<file path="src/rtl/debug_input.sv">
`default_nettype none
// ============================================================================
// Module   : debug_input
// Purpose  : Synchronizes and debounces the board buttons and mode switches.
//            Produces clean levels, one-cycle press/release pulses and the
//            registered func select with a change pulse.
// Revision : 1.0 - initial release
// ============================================================================
module debug_input #(
    parameter int N_BTN         = 8,
    parameter int DEBOUNCE_BITS = 20
) (
    input  logic             clk,
    input  logic             rst_n,
    input  logic [N_BTN-1:0] btn_raw,
    input  logic [1:0]       sw_raw,
    output logic [N_BTN-1:0] btn_level,
    output logic [N_BTN-1:0] btn_press,
    output logic [N_BTN-1:0] btn_release,
    output logic [1:0]       func,
    output logic             func_change
);

    // Buttons occupy the low channels, the two switch bits the top two.
    localparam int c_NCH = N_BTN + 2;
    localparam logic [DEBOUNCE_BITS-1:0] c_CNT_ONE = 1;
    localparam logic [DEBOUNCE_BITS-1:0] c_CNT_MAX = '1;

    typedef enum logic {
        ST_STABLE  = 1'b0,
        ST_PENDING = 1'b1
    } db_state_e;

    logic [c_NCH-1:0] r_sync1;
    logic [c_NCH-1:0] r_sync2;
    logic [c_NCH-1:0] r_level;
    logic [c_NCH-1:0] w_level_nxt;
    logic [N_BTN-1:0] r_btn_press;
    logic [N_BTN-1:0] r_btn_release;
    logic             r_func_change;

    always_ff @(posedge clk or negedge rst_n) begin
        if (!rst_n) begin
            r_sync1 <= '0;
            r_sync2 <= '0;
        end else begin
            r_sync1 <= {sw_raw, btn_raw};
            r_sync2 <= r_sync1;
        end
    end

    for (genvar g = 0; g < c_NCH; g++) begin : g_ch
        db_state_e                r_state;
        db_state_e                w_state_nxt;
        logic [DEBOUNCE_BITS-1:0] r_cnt;
        logic [DEBOUNCE_BITS-1:0] w_cnt_nxt;
        logic                     w_lvl;

        always_ff @(posedge clk or negedge rst_n) begin
            if (!rst_n) begin
                r_state <= ST_STABLE;
                r_cnt   <= '0;
            end else begin
                r_state <= w_state_nxt;
                r_cnt   <= w_cnt_nxt;
            end
        end

        // Any sample that agrees with the current level restarts the window.
        always_comb begin
            w_state_nxt = ST_STABLE;
            w_cnt_nxt   = '0;
            w_lvl       = r_level[g];
            if (r_sync2[g] != r_level[g]) begin
                if ((r_state == ST_PENDING) && (r_cnt == c_CNT_MAX)) begin
                    w_lvl = r_sync2[g];
                end else begin
                    w_state_nxt = ST_PENDING;
                    w_cnt_nxt   = r_cnt + c_CNT_ONE;
                end
            end
        end

        assign w_level_nxt[g] = w_lvl;
    end

    // Pulses are registered alongside the level so they line up with it.
    always_ff @(posedge clk or negedge rst_n) begin
        if (!rst_n) begin
            r_level       <= '0;
            r_btn_press   <= '0;
            r_btn_release <= '0;
            r_func_change <= 1'b0;
        end else begin
            r_level       <= w_level_nxt;
            r_btn_press   <= w_level_nxt[N_BTN-1:0] & ~r_level[N_BTN-1:0];
            r_btn_release <= ~w_level_nxt[N_BTN-1:0] & r_level[N_BTN-1:0];
            r_func_change <= (w_level_nxt[c_NCH-1:N_BTN] != r_level[c_NCH-1:N_BTN]);
        end
    end

    assign btn_level   = r_level[N_BTN-1:0];
    assign func        = r_level[c_NCH-1:N_BTN];
    assign btn_press   = r_btn_press;
    assign btn_release = r_btn_release;
    assign func_change = r_func_change;

endmodule
`default_nettype wire

</file>
<file path="config.mk">
export PLATFORM = sky130hd
export DESIGN_NAME = debug_input
export DESIGN_NICKNAME = d
export VERILOG_FILES = /design/src/rtl/debug_input.sv
export SDC_FILE = /design/constraint.sdc
export NUM_CORES = 1
export LEC_CHECK = 0
export ABC_AREA = 1
export CAP_MARGIN = 20
export CORE_ASPECT_RATIO = 0.6
export CORE_MARGIN = 5
export CORE_UTILIZATION = 30
export CTS_BUF_LIST = sky130_fd_sc_hd__clkbuf_4 sky130_fd_sc_hd__clkbuf_8
export DETAILED_ROUTE_END_ITERATION = 8
export RECOVER_POWER = 25
export SETUP_SLACK_MARGIN = 0.05
export SKIP_LAST_GASP = 1
export SLEW_MARGIN = 15
export SYNTH_ARGS = -nofsm -noshare
export SYNTH_HDL_FRONTEND = slang
export SYNTH_SLANG_ARGS = --single-unit
export TNS_END_PERCENT = 5
</file>
<file path="constraint.sdc">
create_clock -name clk -period 4.63 [get_ports clk]
set_input_delay 0.926 -clock clk [delete_from_list [all_inputs] [get_ports clk]]
set_output_delay 0.926 -clock clk [all_outputs]
set_load 0.01 [all_outputs]
</file>
==> flow_metrics.tcl <==
set metrics [dict create \
    avgViaCountPerCell 4.34 \
    cp.arrival_ns 1.60 \
    grt_pass1_wl_um 44600 \
    rows 57 \
    cp_top_family "buffers and inverters" \
    rsz0062_at_grt "false" \
    synth_largest_area_cell "dfrtp_1" \
    power.net_switching_uw 1070 \
    cts_hold_buf 0 \
    start_kind "register" \
    synthTopCellsByArea "dfrtp_1 52%, nor2_1 11%, nand2_1 9.7%" \
    dr.pass1.iters 5 \
    slowest_stage "clkdlybuf4s50_1" \
    antenna_found_initial 1 \
    drive_gt1_share_pct 8.93 \
    irDropWorstVdd_mv 0.179 \
    cts_setup_buffers 0 \
    synth-main-ff-cell "dfrtp_1" \
    ioPinCount 39 \
    dieArea_um2 45900 \
    use_met2_pct 15.6 \
    p_seq_share_pct 51.2 \
    status "completed" \
    place.gp.congestion 0.848 \
    final_nets 1594 \
    fmax_mhz 396 \
    switching_share_pct 23.8 \
    post-route-min-period_ns 2.52 \
    cp.required_ns 3.70 \
    path_buf_inv 1 \
    tightest_slew_ns 0.934 \
    numPortBuffers 38 \
    synth_nets 1521 \
    cts.sinks 257 \
    p_comb_share_pct 3.1 \
    post_cts_resized 0 \
    initial_utilization_pct 30.6 \
    grtUsageMet1_pct 17.9 \
    yosysTopAreaCellShare_pct 51.5 \
    fp.dieW_um 273 \
    min_path_type "reg2reg" \
    synth_area_um2 12500 \
    grtUsageTotal_pct 11.4 \
    slew_viol_final 0 \
    synth_edf_count 0 \
    seq_area_frac_synth_pct 51.5 \
    syn2layout_area_growth_pct 15.0 \
    grt_pass1_vias 9017 \
    postRouteAntennaNets 0 \
    grt_max_degree 112 \
    cts_made_buffers 42 \
    finalClockSkew_ns 0.0543 \
    yosysWarningCount 0 \
    die_h_um 168 \
    cp_slowest_stage_delay_ns 0.58 \
    drt_iter0_markers 542 \
    synthDistinctLibCells 36 \
    clk_pin_slew_ns 0.07 \
    crit_chain "clkdlybuf4s50_1" \
    overflow 0 \
    cts_root_buffer "clkbuf_8" \
    cts_buffer_depth 3 \
    drc 0 \
    wirelength_um 26000 \
    critPathMaxFanout 5 \
    vias 9375 \
    clkPwrFrac_pct 45.6 \
    gr-usage-met3_pct 2.63 \
    clk_latency_ns 0.57 \
    cap_violations 0 \
    final_cells 2162 \
    core_area_um2 40800 \
    critical_path_class "reg2out" \
    placed_cells 2088 \
    postSynthCellCount 1499 \
    synth-seq-cells 257 \
    intPower_uw 3420 \
    p_leak_uw 0.00599 \
    relSlewSlack_pct 37.3 \
    async_reset_ff_share_pct 100 \
    fin_crit_sh_pct 54.5 \
    h-tree-depth 2 \
    powerDensity_nw_per_um2 313 \
    avgSynthCellArea_um2 8.33 \
    top_usage_layer "met1" \
    hpwl_um 18100 \
    hold_viol_final 0 \
    setup_viol 0 \
    cts_tree "built" \
    cp-end-kind "output pin" \
    wl_per_cell_um 12.0 \
    finalSetupTns_ns 0 \
]
-- final cells by class --
class                      count  area (um2)
antenna                        1        2.50
clock buffer                  64         800
clock inverter                 9        65.1
fill                        4223       26400
inverter                     157         592
multi-input combinational   1074        5340
sequential                   257        6430
tap                          560         701
timing repair buffer          40         425
-- kinds of logic after synthesis --
group           after synthesis  synth area share, %
compound gates               44                 2.09
flops                       257                 51.5
simple gates                896                 31.0
xor+xnor                    124                 8.70
fa+ha+maj                    10                 1.00
buf+inv                     168                 5.69
-- stage by stage --
step,area [um2],hold WS [ns],setup WS (ns),total power (uW),util (%)
after floorplan,12500,0.331,3.10,2410,-
after global placement,13500,0.332,2.60,2490,33.1
after detailed placement,13500,0.335,2.59,2490,33.1
after CTS,14400,0.308,2.04,4590,35.2
after global routing,14400,0.324,2.01,4730,35.2
final,14400,0.305,2.11,4490,35.2
-- per-layer routing --
metal  share of wire (%)  vias up
li1                    -     4815
met4                 2.0        0
met1                  55     4377
met2                  39      138
met3                 4.4       45
met5                   0        -
-- path summary, 6_finish.rpt --
kind	from	to	slack, ns	cells after the start
max in group asynchronous	rst_n	g_ch[3].r_cnt[6]$_DFF_PN0_	3.23	2
worst min register to register	r_sync1[9]$_DFF_PN0_	r_sync2[9]$_DFF_PN0_	0.30	0
worst max-delay path	r_level[3]$_DFF_PN0_	btn_level[3]	2.11	1
min in group asynchronous	rst_n	g_ch[1].r_cnt[8]$_DFF_PN0_	0.44	1
worst max register to register	r_sync2[9]$_DFF_PN0_	g_ch[9].r_cnt[11]$_DFF_PN0_	2.82	4
worst min-delay path	r_sync1[9]$_DFF_PN0_	r_sync2[9]$_DFF_PN0_	0.30	0
-- registers in the layout (all words and copies together) (netlist names) --
name          cells
func_change       1
g_ch.r_cnt      200
r_sync2          10
r_level          10
g_ch.r_state     10
btn_release       8
btn_press         8
r_sync1          10
-- synth_stat cells, types with 3 or more instances --
master    number
nand4_1       23
nand3_2        6
xnor2_1       56
nand2_1      322
nor3_1        38
inv_1        154
o21bai_1       4
nor2_4         7
dfrtp_1      257
a21oi_1       17
a31oi_1        3
nand3b_1       7
xor2_1        68
nor3b_1        8
nand2_2       13
nand3_1       73
a211oi_1       4
nor2_1       361
nor2_2        30
o21ai_0       11
ha_1          10
buf_6          7
-- power by group through the flow --
stage               clock network [uW]  registers, uW  logic, uW
floorplan                            0           2340       74.8
global placement                     0           2340        147
detailed placement                   0           2340        149
CTS                               2140           2300        149
global route                      2260           2310        168
finish                            2050           2300        141
-- layout by cell type, fill, tap and decap left out, types with 13 or more instances in the layout --
cell             count
clkbuf_8            51
dfrtp_1            257
xnor2_1             56
inv_1              154
nor2_2              30
nand3_1             73
nand2_2             13
nand2_1            322
nor3_1              38
nor2_1             361
nand4_1             23
clkdlybuf4s50_1     27
xor2_1              68
clkbuf_4            13
a21oi_1             17
(Power assumes the default switching activity.)
